[src/rtl/mdu_iter.sv]
// Iterative radix-2 multiply/divide unit with architectural HI/LO registers.
// One op per WIDTH+1 cycles: WIDTH shift-add/restoring steps, then a sign-fix/write cycle.
module mdu_iter #(
    parameter int unsigned WIDTH = 32
) (
    input  logic             clk,
    input  logic             rst,
    input  logic             start,
    input  logic [2:0]       op,
    input  logic [WIDTH-1:0] a,
    input  logic [WIDTH-1:0] b,
    input  logic             flush,
    output logic             busy,
    output logic             done,
    output logic             div_by_zero,
    output logic [WIDTH-1:0] hi,
    output logic [WIDTH-1:0] lo
);

    localparam int unsigned CW = (WIDTH > 1) ? $clog2(WIDTH) : 1;
    localparam int unsigned PW = 2 * WIDTH;

    localparam logic [1:0] IDLE = 2'd0;
    localparam logic [1:0] CALC = 2'd1;
    localparam logic [1:0] FIX  = 2'd2;

    logic [1:0]       state, state_d;
    logic [CW-1:0]    cnt, cnt_d;
    logic [WIDTH-1:0] acc_hi, acc_hi_d;
    logic [WIDTH-1:0] acc_lo, acc_lo_d;
    logic [WIDTH-1:0] mag_a, mag_a_d;
    logic [WIDTH-1:0] mag_b, mag_b_d;
    logic [WIDTH-1:0] a_q, a_d;
    logic             is_div, is_div_d;
    logic             neg_q, neg_q_d;
    logic             neg_r, neg_r_d;
    logic             b_zero, b_zero_d;
    logic [WIDTH-1:0] hi_d, lo_d;
    logic             busy_d, done_d, dbz_d;

    logic             sa_c, sb_c;
    logic [WIDTH-1:0] in_mag_a_c, in_mag_b_c;
    logic [WIDTH:0]   sum_c;
    logic [WIDTH:0]   shifted_c;
    logic             ge_c;
    logic [WIDTH-1:0] diff_c;
    logic [PW-1:0]    prod_c;
    logic [WIDTH-1:0] quo_c, rem_c;

    // Operand magnitudes at issue; unsigned ops never take the negate path.
    always_comb begin
        sa_c       = ~op[0] & a[WIDTH-1];
        sb_c       = ~op[0] & b[WIDTH-1];
        in_mag_a_c = sa_c ? -a : a;
        in_mag_b_c = sb_c ? -b : b;
    end

    // One iteration step for each engine plus the final sign correction.
    always_comb begin
        sum_c     = {1'b0, acc_hi} + (acc_lo[0] ? {1'b0, mag_a} : '0);
        shifted_c = {acc_hi, acc_lo[WIDTH-1]};
        ge_c      = shifted_c >= {1'b0, mag_b};
        // Only used when ge_c holds, so the true difference fits in WIDTH bits.
        diff_c    = shifted_c[WIDTH-1:0] - mag_b;
        prod_c    = neg_q ? -{acc_hi, acc_lo} : {acc_hi, acc_lo};
        quo_c     = neg_q ? -acc_lo : acc_lo;
        rem_c     = neg_r ? -acc_hi : acc_hi;
    end

    // Next-state and registered-output logic.
    always_comb begin
        state_d  = state;
        cnt_d    = cnt;
        acc_hi_d = acc_hi;
        acc_lo_d = acc_lo;
        mag_a_d  = mag_a;
        mag_b_d  = mag_b;
        a_d      = a_q;
        is_div_d = is_div;
        neg_q_d  = neg_q;
        neg_r_d  = neg_r;
        b_zero_d = b_zero;
        hi_d     = hi;
        lo_d     = lo;
        done_d   = 1'b0;
        dbz_d    = 1'b0;

        case (state)
            IDLE: begin
                if (start && !flush) begin
                    if (!op[2]) begin
                        state_d  = CALC;
                        cnt_d    = '0;
                        is_div_d = op[1];
                        mag_a_d  = in_mag_a_c;
                        mag_b_d  = in_mag_b_c;
                        a_d      = a;
                        neg_q_d  = sa_c ^ sb_c;
                        neg_r_d  = sa_c;
                        b_zero_d = (b == '0);
                        acc_hi_d = '0;
                        acc_lo_d = op[1] ? in_mag_a_c : in_mag_b_c;
                    end else if (!op[1]) begin
                        if (op[0]) lo_d = a;
                        else       hi_d = a;
                    end
                end
            end
            CALC: begin
                if (flush) begin
                    state_d = IDLE;
                    cnt_d   = '0;
                end else begin
                    if (is_div) begin
                        acc_hi_d = ge_c ? diff_c : shifted_c[WIDTH-1:0];
                        acc_lo_d = {acc_lo[WIDTH-2:0], ge_c};
                    end else begin
                        acc_hi_d = sum_c[WIDTH:1];
                        acc_lo_d = {sum_c[0], acc_lo[WIDTH-1:1]};
                    end
                    if (cnt == CW'(WIDTH - 1)) begin
                        state_d = FIX;
                        cnt_d   = '0;
                    end else begin
                        cnt_d = cnt + CW'(1);
                    end
                end
            end
            FIX: begin
                state_d = IDLE;
                if (!flush) begin
                    done_d = 1'b1;
                    if (is_div && b_zero) begin
                        hi_d  = a_q;
                        lo_d  = '1;
                        dbz_d = 1'b1;
                    end else if (is_div) begin
                        hi_d = rem_c;
                        lo_d = quo_c;
                    end else begin
                        hi_d = prod_c[PW-1:WIDTH];
                        lo_d = prod_c[WIDTH-1:0];
                    end
                end
            end
            default: begin
                state_d = IDLE;
                cnt_d   = '0;
            end
        endcase

        busy_d = (state_d != IDLE);
    end

    // State and output registers, synchronous reset.
    always_ff @(posedge clk) begin
        if (rst) begin
            state       <= IDLE;
            cnt         <= '0;
            acc_hi      <= '0;
            acc_lo      <= '0;
            mag_a       <= '0;
            mag_b       <= '0;
            a_q         <= '0;
            is_div      <= 1'b0;
            neg_q       <= 1'b0;
            neg_r       <= 1'b0;
            b_zero      <= 1'b0;
            hi          <= '0;
            lo          <= '0;
            busy        <= 1'b0;
            done        <= 1'b0;
            div_by_zero <= 1'b0;
        end else begin
            state       <= state_d;
            cnt         <= cnt_d;
            acc_hi      <= acc_hi_d;
            acc_lo      <= acc_lo_d;
            mag_a       <= mag_a_d;
            mag_b       <= mag_b_d;
            a_q         <= a_d;
            is_div      <= is_div_d;
            neg_q       <= neg_q_d;
            neg_r       <= neg_r_d;
            b_zero      <= b_zero_d;
            hi          <= hi_d;
            lo          <= lo_d;
            busy        <= busy_d;
            done        <= done_d;
            div_by_zero <= dbz_d;
        end
    end

endmodule
[config.mk]
export PLATFORM = sky130hd
export DESIGN_NAME = mdu_iter
export DESIGN_NICKNAME = d
export VERILOG_FILES = /design/src/rtl/mdu_iter.sv
export SDC_FILE = /design/constraint.sdc
export NUM_CORES = 1
export LEC_CHECK = 0
export BUFFER_PORTS_ARGS = -buffer_cell sky130_fd_sc_hd__buf_2
export CORE_ASPECT_RATIO = 2
export CORE_UTILIZATION = 55
export CTS_CLUSTER_DIAMETER = 200
export DETAILED_ROUTE_END_ITERATION = 10
export PLACE_DENSITY = 0.78
export SYNTH_ARGS = -nofsm -noshare
export SYNTH_HDL_FRONTEND = slang
export SYNTH_SLANG_ARGS = --single-unit
export TNS_END_PERCENT = 20
[constraint.sdc]
create_clock -name clk -period 3.9 [get_ports clk]
set_input_delay 0.39 -clock clk [delete_from_list [all_inputs] [get_ports clk]]
set_output_delay 0.39 -clock clk [all_outputs]
set_load 0.05 [all_outputs]
# --- After elaboration in Yosys (flattened, before gate mapping) ---
# Index checks and enable logic that the tools add are counted.
op_classes:
  eq_ne: 11
  n_reduce_logical: 15
  n_mux: 46
  n_bitwise: 6
  magnitude_cmp: 1
  addsub: 8
op_table:
  columns: ["cell", "n"]
  rows:
  - ["$mux 32", 29]
  - ["$pmux 32 s2", 4]
  - ["$neg 32->32", 4]
  - ["$mux 64", 1]
  - ["$neg 64->64", 1]
  - ["$add 32x32->33", 1]
  - ["$ge 33x32->1", 1]
  - ["$logic_not 32->1", 1]
  - ["$sub 32x32->32", 1]
  - ["$mux 5", 4]
  - ["$ne 2x2->1 const B", 8]
  - ["$pmux 5 s3", 1]
  - ["$reduce_and 6->1", 2]
  - ["$mux 2", 4]
  - ["$reduce_and 3->1", 2]
  - ["$reduce_bool 2->1", 3]
  - ["$add 5x1->5 const B", 1]
  - ["$eq 5x5->1 const B", 1]
  - ["$pmux 2 s2", 1]
  - ["$reduce_and 4->1", 1]
  - ["$not 1->1", 3]
  - ["$reduce_or 3->1", 1]
  - ["$and 1x1->1", 2]
  - ["$eq 2x1->1 const B", 1]
  - ["other kinds (7)", 9]
totals:
  wordCells: 103
  ff_bits: 238
  in_bits: 71
  out_inout_bits: 67

# --- Longest topological paths before layout ---
# Gate-level depths: netlist (run 1).
depth:
  word_depth: 7
  ltp_mapped: 15
  mapped_depth_nobuf: 13

# --- Worst setup path after synthesis (run 1) ---
# No wires, ideal clock.
synth_timing:
  path_kind: "flip-flop to flip-flop"
  startpoint: "register acc_lo[0]"
  endpoint: "register acc_hi[27]"
  path_stages_with_launch: 16
  slack_ps: 557
  t_required_ps: 3783
  setup_ps: 117
  t_arrival_ps: 3226
  path_buffers: 2
  synth_period_minus_slack_ps: 3343
  path_cell_list: "dfxtp_1 -> clkbuf_1 -> clkbuf_1 -> and2_1 -> ha_1 -> inv_1 -> fa_1 -> nor2b_1 -> o2111ai_1 -> and3_1 -> nor2_1 -> o21ai_0 -> o31ai_1 -> xor2_1 -> mux2_2 -> a32o_1"
synth_via:
  elab_chain_cells: 5
synth_rtl:
  columns: ["element", "line", "rtl"]
  rows:
  - ["start, declared", "30", "logic [WIDTH-1:0] acc_lo, acc_lo_d;"]
  - ["start signal, assigned", "178", "acc_lo <= acc_lo_d;"]
  - ["$mux 32", "60", "sum_c = {1'b0, acc_hi} + (acc_lo[0] ? {1'b0, mag_a} : '0);"]
  - ["$add 32x32->33", "60", null]
  - ["$mux 32", "114", "if (is_div) begin"]
  - ["$mux 32", "110", "if (flush) begin"]
  - ["$pmux 32 s2", "88", "case (state)"]
  - ["end signal, assigned", "177", "acc_hi <= acc_hi_d;"]
  - ["end, declared", "29", "logic [WIDTH-1:0] acc_hi, acc_hi_d;"]
# Every way passes these cells. The select of a mux whose other input is x is not followed.
# A chain may end at the register's enable or synchronous reset.

# --- Worst setup path in the final report (run 1) ---
layout_timing:
  startpoint: "register acc_lo[6]"
  endpoint: "register hi[28]"
layout_via:
  elab_chain_cells: 6
layout_rtl:
  columns: ["element", "line", "rtl"]
  rows:
  - ["$neg 64->64", "65", "prod_c = neg_q ? -{acc_hi, acc_lo} : {acc_hi, acc_lo};"]
  - ["$mux 64", "65", null]
  - ["$mux 32", "137", "end else if (is_div) begin"]
  - ["$mux 32", "133", "if (is_div && b_zero) begin"]
  - ["$mux 32", "131", "if (!flush) begin"]
  - ["$pmux 32 s2", "88", null]
  - ["end signal, assigned", "186", "hi <= hi_d;"]
  - ["end, declared", "16", "output logic [WIDTH-1:0] hi,"]
# Every way passes these cells. The select of a mux whose other input is x is not followed.

==> impl_metrics.csv, run 1 <==
group,metric,value,unit
worst_setup_path,critPathKind,"register to register",
clock_network,htreeDepth,1,
routing,vias,17800,
synth,syn_nets,2397,
sta,finalCritPeriodShare,0.943,
pwr,pwr-share-seq,0.408,
sta,setup_ws,222,ps
grt,antenna_found_initial,1,
sta,setup_violations,0,
routing,drc,0,
routing,wl,70.7,mm
floorplan,die_area,31200,sq um
grt,grt_pass1_wl,105,mm
synth,synth-seq-area-share,0.283,
pwr,combPwrFrac,0.202,
cells_and_area,diodes,0,
routing,viasPerCell,6.60,
grt,grt_overflow,0,
placed_design,placed_area,17800,sq um
worst_setup_path,startpoint_type,"register",
synth,syn_inst,2254,
floorplan,rows,90,
min_path,hp-class,"input port to register",
clock_network,cts_hold_buf,0,
synth,yosysMostFrequentCell,"nor2_1",
sta,relSlewSlack,0.335,
synth,ys_warn_count,0,
clock_network,cts_tree,"built",
placed_design,gp_congestion,1.02,
placed_design,post-place-ws,179,ps
clock_network,cts_setup_buffers,0,
cells_and_area,final_area,18600,sq um
grt,grt_pass1_vias,17100,
synth,syn-cell-area,16700,sq um
placed_design,post-dp-hpwl,54.4,mm
clock_network,clock-sinks,237,
worst_setup_path,worstPathMaxFanout,8,
placed_design,place_inst,2657,
status,status,"complete, no violations",
clock_network,cts_max_path_buffers,3,
flow_run,cap_violations,0,
sta,fin_setup_tns,0,ps
cells_and_area,nets,2459,
routing,antenna_left,0,
sta,drv_slew,0,
floorplan,die_w,125,microns
synth,ys.flop_type,"dfxtp_1",
synth,synth_edf_count,0,
clock_network,clk_pin_slew_worst_paths,70,ps
synth,ys_ff_latch,237,
routing,drtIter0Drc,1816,
pwr,clock_power_share,0.390,
cells_and_area,fin_cells,2702,
grt,track_usage,0.449,
clock_network,ctsResizeCount,0,
clock_network,insertion_delay,550,ps
sta,post-route-min-period,3680,ps
pwr,power_density,341,nW/um^2
pwr,leakagePower,7.44,nW
worst_setup_path,arrival,4070,ps
sta,hold_violations,0,
synth,synth_top_cell_by_area,"dfxtp_1",
worst_setup_path,required,4290,ps
pwr,p_sw_frac,0.320,
synth,syn_area_per_cell,7.43,sq um
pwr,p_sw,0.00203,W
worst_setup_path,critPathCaptureType,"register",
routing,first_pass_iters,6,
sta,fmax,272,MHz
placed_design,io_buffers,137,
floorplan,die_h,249,microns
synth,synth_area_leaders,"dfxtp_1 28%, a21oi_1 6.9%, nor2_1 5.8%",
floorplan,io_pins,138,
cells_and_area,area_growth_syn_to_layout,11.4,%
sta,skew,15.8,ps
routing,wl_per_cell,26.2,microns
cells_and_area,fin_util,0.620,
sta,rsz0062_at_grt,"false",
grt,grt_max_degree,153,
sta,worst_slew_pin_slew,994,ps
pwr,vdd_drop_max,0.000418,V
cells_and_area,drive_gt1_frac,0.122,
synth,yosysTopAreaCellShare,0.283,
clock_network,clock-root-buffer,"clkbuf_16",
synth,synthTopCellsByCount,"258 x nor2_1, 237 x dfxtp_1, 231 x a21oi_1",
floorplan,core_area,30100,sq um
pwr,intPower,0.00432,W
synth,postSynth.asyncResetShare,0,
synth,synth_cell_type_count,80,
clock_network,cts-buffers-inserted,25,
floorplan,initial_utilization,0.557,
[registers in the layout (all words and copies together), names as in the netlist, 2 cells and up]
signal	flops
a_q	31
acc_hi	32
acc_lo	32
cnt	5
hi	32
lo	32
mag_a	32
mag_b	32
state	2
[critical path, cell delays in order (launching register included)]
cell and delay (ps):
dfxtp_1 380, or4_4 570, or3_4 380, or4_1 760, o21ai_2 380, o21ai_0 180
xnor2_1 380, a21oi_1 120, a211oi_1 270, nor3_1 90
[per-stage QoR]
step	total power, W	hold slack (ps)
after global placement	0.00385	439
after floorplan	0.00339	433
after detailed placement	0.00386	441
final	0.00635	164
after global routing	0.00651	163
after CTS	0.00629	150
[area by class of cell]
cell class	instances	area (sq um)
clock inverters	13	163
fillers	2771	11400
multi-input cells	1773	11100
clock buffers	32	662
inverters	71	267
well taps	368	460
flip-flops and latches	237	4750
repair buffers	208	1260
[power by group through the flow]
| stage | Combinational (W) | Clock (W) | Sequential (W) |
|---|---|---|---|
| 2_1_floorplan | 0.000754 | 0 | 0.00263 |
| 3_3_place_gp | 0.00121 | 0 | 0.00264 |
| 3_5_place_dp | 0.00121 | 0 | 0.00264 |
| 4_1_cts | 0.00122 | 0.00248 | 0.00259 |
| 5_1_grt | 0.00135 | 0.00257 | 0.00260 |
| 6_report | 0.00128 | 0.00248 | 0.00259 |
[cell usage in the layout (no fill, tap or decap), types with 5 or more instances in the layout]
cell	instances
and2_1	41
a21o_1	39
nor3_1	81
or3_1	18
nand2_1	230
or4_1	8
nor2b_1	12
a31oi_1	17
clkinv_2	5
a21oi_1	231
o31ai_1	25
o21ai_0	117
a22oi_1	17
clkbuf_16	25
o41ai_1	7
o221ai_1	34
nor3b_1	5
dfxtp_1	236
nand4_1	20
o22ai_1	12
xnor2_1	103
a211oi_1	105
nor4_1	25
clkbuf_1	6
and3_1	11
a221oi_1	6
ha_1	70
o21bai_1	8
nand2b_1	12
buf_4	68
mux2i_1	49
inv_1	71
buf_2	136
xor2_1	70
o211ai_1	17
nor2_1	256
nand3_1	21
or2_2	8
o21a_1	10
a311o_1	6
[metal layers]
layer  routed length, microns  vias up  GRT usage  share of wire
li1                         -     8218          -              -
met1                    23200     8279      0.449           0.33
met2                    33400      994      0.756           0.47
met3                     5460      352     0.0846          0.077
met4                     8610        0      0.469           0.12
met5                        0        -          0              0
[worst paths after layout]
path | start | endpoint | slack, ps | depth (start not counted)
max | acc_lo[6] | hi[28] | 220 | 9
min reg2reg | a_q[17] | a_q[17] | 460 | 2
min | a[21] | a_q[21] | 160 | 3
max reg2reg | acc_lo[6] | hi[28] | 220 | 9
[cell families after synthesis]
family	after synthesis	synth area share
AO/OA/AOI/OAI	699	0.269
XOR/XNOR	174	0.0911
adder cells (fa/ha/maj)	72	0.0547
buffers and inverters	244	0.0565
flip-flops	237	0.283
multiplexers	52	0.0313
AND/OR/NAND/NOR	776	0.214
No activity file was read; power rests on OpenSTA's default activity.
==> inputs of run 2 (changes only) <==
Settings changed: CORE_ASPECT_RATIO 2 to 0.75, CTS_CLUSTER_SIZE set to 40.
==> impl_metrics.csv, run 2 (synthesized netlist as in run 1, its figures left out) <==
group,metric,value,unit
min_path,hold-path-cell-count,3,
routing,wl_per_cell,23.2,microns
clock_network,cts_max_path_buffers,3,
routing,viasPerCell,6.58,
worst_setup_path,rr_endpoint,"acc_hi[27]",
grt,grt_pass1_wl,93.1,mm
clock_network,cts-buffers-inserted,9,
clock_network,cts_setup_buffers,0,
grt,grt_overflow,0,
sta,post-route-min-period,3650,ps
sta,rsz0062_at_grt,"false",
cells_and_area,diodes,0,
worst_setup_path,startpoint_type,"register",
floorplan,die_area,31100,sq um
worst_setup_path,regToRegSetupSlack,250,ps
cells_and_area,area_growth_syn_to_layout,7.00,%
grt,track_usage,0.386,
sta,setup_violations,0,
cells_and_area,layout_common_cells,"256 x nor2_1, 236 x dfxtp_1, 231 x a21oi_1",
worst_setup_path,arrival,4070,ps
cells_and_area,nets,2423,
placed_design,io_buffers,137,
clock_network,ctsResizeCount,0,
pwr,p_sw,0.00167,W
clock_network,cts_tree,"built",
sta,fmax,274,MHz
cells_and_area,drive_gt1_frac,0.103,
pwr,vdd_drop_max,0.000263,V
flow_run,cap_violations,0,
placed_design,post-place-ws,459,ps
routing,antenna_left,0,
cells_and_area,final_common_cell,"nor2_1",
floorplan,io_pins,138,
min_path,hold_start,"a[26]",
clock_network,clk_pin_slew_worst_paths,160,ps
clock_network,htreeDepth,1,
floorplan,initial_utilization,0.567,
clock_network,clock-sinks,237,
min_path,hp-class,"input port to register",
floorplan,core_area,29500,sq um
routing,drc,0,
sta,relSlewSlack,0.229,
pwr,leakagePower,7.04,nW
worst_setup_path,reg2reg_from,"acc_lo[0]",
sta,setup_ws,251,ps
status,status,"complete, no violations",
worst_setup_path,critPathKind,"register to register",
floorplan,die_h,153,microns
pwr,intPower,0.00332,W
placed_design,post-dp-hpwl,48.1,mm
placed_design,gp_congestion,1.03,
pwr,clock_power_share,0.243,
sta,fin_setup_tns,0,ps
min_path,min_delay_worst_endpoint,"a_q[26]",
grt,antenna_found_initial,2,
pwr,combPwrFrac,0.239,
worst_setup_path,worstPathMaxFanout,9,
grt,grt_pass1_vias,15400,
sta,finalCritPeriodShare,0.936,
pwr,p_sw_frac,0.334,
routing,wl,62.1,mm
routing,vias,17600,
floorplan,rows,54,
worst_setup_path,worst-r2r-cell-count,13,
clock_network,insertion_delay,510,ps
pwr,power_density,279,nW/um^2
routing,drtIter0Drc,2369,
clock_network,cts_hold_buf,0,
floorplan,die_w,203,microns
sta,skew,33.8,ps
pwr,pwr-share-seq,0.518,
routing,first_pass_iters,9,
grt,grt_max_degree,153,
clock_network,clock-root-buffer,"clkbuf_16",
sta,drv_slew,0,
worst_setup_path,required,4320,ps
worst_setup_path,critPathCaptureType,"register",
sta,worst_slew_pin_slew,1160,ps
sta,hold_violations,0,
pwr,total_power,0.00499,W
## run 2: cell types whose count changed in the layout (fill, tap and decap cells not counted), moves of 2 or more
| cell | previous run | this run |
|---|---|---|
| clkinv_2 | 5 | 1 |
| inv_8 | 2 | 0 |
| buf_4 | 68 | 49 |
| clkbuf_16 | 25 | 9 |
| bufinv_16 | 3 | 0 |
| clkbuf_1 | 6 | 0 |
## run 2: area by class of cell
type                    count  area [sq um]
clock buffers               9           225
clock inverters             1          5.00
fillers                  2802         11600
inverters                  71           267
multi-input cells        1773         11100
flip-flops and latches    237          4750
well taps                 392           490
repair buffers            188          1100
## run 2: power by group through the flow
stage          Clock, W  Combinational (W)  Sequential [W]
2_1_floorplan         0           0.000754         0.00263
3_3_place_gp          0            0.00114         0.00263
3_5_place_dp          0            0.00115         0.00264
4_1_cts         0.00121            0.00116         0.00258
5_1_grt         0.00129            0.00128         0.00260
6_report        0.00121            0.00120         0.00259
## run 2: how the worst max path moves through the flow
stage,start,cells after the start,end,slack (ps)
global placement,acc_lo[0],13,acc_hi[27],470
finish,acc_lo[0],13,acc_hi[27],250
global route,acc_lo[0],13,acc_hi[27],130
CTS,acc_lo[0],13,acc_hi[27],420
floorplan,acc_lo[0],15,acc_hi[27],560
detailed placement,acc_lo[0],13,acc_hi[27],460
## run 2: worst max-delay path, stage by stage, from the launching register on
cell,delay [ps]
dfxtp_1,510
and2_1,170
ha_1,180
inv_1,60
fa_1,400
nor2b_1,200
o2111ai_1,160
and3_1,200
nor2_1,300
o21ai_0,290
o31ai_1,480
xor2_1,110
mux2_2,270
a32o_1,240
## run 2: through the flow
| stage | util | cell area [sq um] | hold WS (ps) | std cells |
|---|---|---|---|---|
| 2_1_floorplan | - | 16700 | 433 | 2254 |
| 3_3_place_gp | 0.599 | 17700 | 439 | 2661 |
| 3_5_place_dp | 0.599 | 17700 | 441 | 2661 |
| 4_1_cts | 0.607 | 17900 | 175 | 2671 |
| 5_1_grt | 0.607 | 17900 | 190 | 2671 |
| 6_report | 0.607 | 17900 | 189 | 2671 |
## run 2: per-layer routing
layer	track usage	routed length, microns
met5	0	13
met4	0.0988	1740
met3	0.101	7990
met2	0.541	25100
met1	0.575	27200
==> inputs of run 3 (changes only) <==
Settings changed: CORE_MARGIN set to 3.
==> impl_metrics.csv, run 3 (synthesized netlist as in run 1, its figures left out) <==
group,metric,value,unit
status,status,"complete, no violations",
worst_setup_path,arrival,4020,ps
floorplan,die_area,32600,sq um
routing,first_pass_iters,6,
worst_setup_path,regToRegSetupSlack,250,ps
sta,finalCritPeriodShare,0.936,
cells_and_area,diodes,0,
floorplan,initial_utilization,0.567,
worst_setup_path,reg2reg_from,"acc_lo[6]",
clock_network,clock-sinks,237,
cells_and_area,nets,2439,
worst_setup_path,rr_endpoint,"hi[26]",
floorplan,die_w,207,microns
grt,grt_overflow,0,
cells_and_area,layout_common_cells,"256 x nor2_1, 235 x dfxtp_1, 231 x a21oi_1",
routing,viasPerCell,6.54,
sta,setup_violations,0,
worst_setup_path,worstPathMaxFanout,10,
floorplan,rows,54,
sta,relSlewSlack,0.275,
sta,skew,28.9,ps
sta,drv_slew,0,
placed_design,io_buffers,137,
cells_and_area,drive_gt1_frac,0.110,
worst_setup_path,critPathCaptureType,"register",
grt,antenna_found_initial,2,
routing,antenna_left,0,
clock_network,clk_pin_slew_worst_paths,150,ps
clock_network,cts_tree,"built",
clock_network,cts-buffers-inserted,9,
routing,wl,63.7,mm
min_path,hp-class,"input port to register",
sta,worst_slew_pin_slew,1080,ps
worst_setup_path,startpoint,"acc_lo[6]",
worst_setup_path,required,4270,ps
worst_setup_path,critPathKind,"register to register",
cells_and_area,fillers,2715,
grt,track_usage,0.370,
pwr,vdd_drop_max,0.000261,V
clock_network,insertion_delay,510,ps
sta,hold_violations,0,
grt,grt_pass1_vias,15700,
placed_design,gp_congestion,1.02,
cells_and_area,final_common_cell,"nor2_1",
sta,rsz0062_at_grt,"false",
worst_setup_path,worst-r2r-cell-count,9,
pwr,leakagePower,7.12,nW
routing,vias,17600,
worst_setup_path,startpoint_type,"register",
grt,grt_pass1_wl,95.3,mm
cells_and_area,seq_area,4750,sq um
floorplan,io_pins,138,
placed_design,post-dp-hpwl,49.3,mm
cells_and_area,multi_input_area,11100,sq um
flow_run,cap_violations,0,
routing,drtIter0Drc,2508,
clock_network,htreeDepth,1,
cells_and_area,area_growth_syn_to_layout,7.73,%
sta,fin_hold_ws,176,ps
clock_network,cts_max_path_buffers,3,
grt,grt_max_degree,153,
sta,post-route-min-period,3650,ps
routing,wl_per_cell,23.7,microns
routing,drc,0,
sta,fmax,274,MHz
floorplan,die_h,157,microns
floorplan,core_area,29500,sq um
clock_network,cts_hold_buf,0,
worst_setup_path,cp-endpoint,"hi[26]",
pwr,power_density,279,nW/um^2
sta,fin_setup_tns,0,ps
clock_network,clock-root-buffer,"clkbuf_16",
## run 3: cell count changes in the layout (fill, tap and decap cells not counted), sizes merged
cell,delta
buf,+16
## run 3: final cells by class
type                    instances  area share
multi-input cells            1773       0.614
flip-flops and latches        237       0.263
repair buffers                204      0.0677
well taps                     392      0.0272
inverters                      71      0.0148
clock buffers                   9      0.0125
clock inverters                 1    0.000278
## run 3: per-layer routing
metal,vias up,wire length [microns],global-route usage
li1,8138,-,-
met1,8340,28300,0.547
met2,965,26100,0.540
met3,131,7590,0.0962
met4,4,1780,0.0869
met5,-,15,0
## run 3: what timing repair did
item | CTS | global route
buffers inserted | 0 | 0
resized for setup | 0 | 1
setup endpoints to repair | 0 | 2
## run 3: worst min path at each step
stage,from,to,slack [ps],cells after the start
after floorplan,a_q[13],a_q[13],430,2
after global placement,a_q[17],a_q[17],440,2
after detailed placement,lo[22],lo[22],440,2
after CTS,a[29],a_q[29],170,3
after global routing,b[0],mag_b[0],190,3
final,a[29],a_q[29],180,3
## run 3: through the flow
step	std cells	power, W	util	area (sq um)	worst slack [ps]
floorplan	2254	0.00339	-	16700	557
global placement	2677	0.00379	0.603	17800	386
detailed placement	2677	0.00381	0.603	17800	314
CTS	2687	0.00496	0.611	18000	292
global route	2687	0.00517	0.611	18000	104
finish	2687	0.00503	0.611	18000	250
## run 3: critical path: stages, from the launching register on
cell and delay, ps:
dfxtp_1 410, or4_4 570, or3_4 380, or4_1 720, o21a_1 420, o31ai_1 470
xor2_1 280, a21oi_1 110, nand2_1 90, a21oi_1 60
## run 3: power breakdown
part,total [W],internal [W],leakage [nW],switching [W]
Sequential,0.00259,0.00250,1.93,0.0000875
Combinational,0.00122,0.000403,5.08,0.000822
Clock,0.00121,0.000425,0.115,0.000789
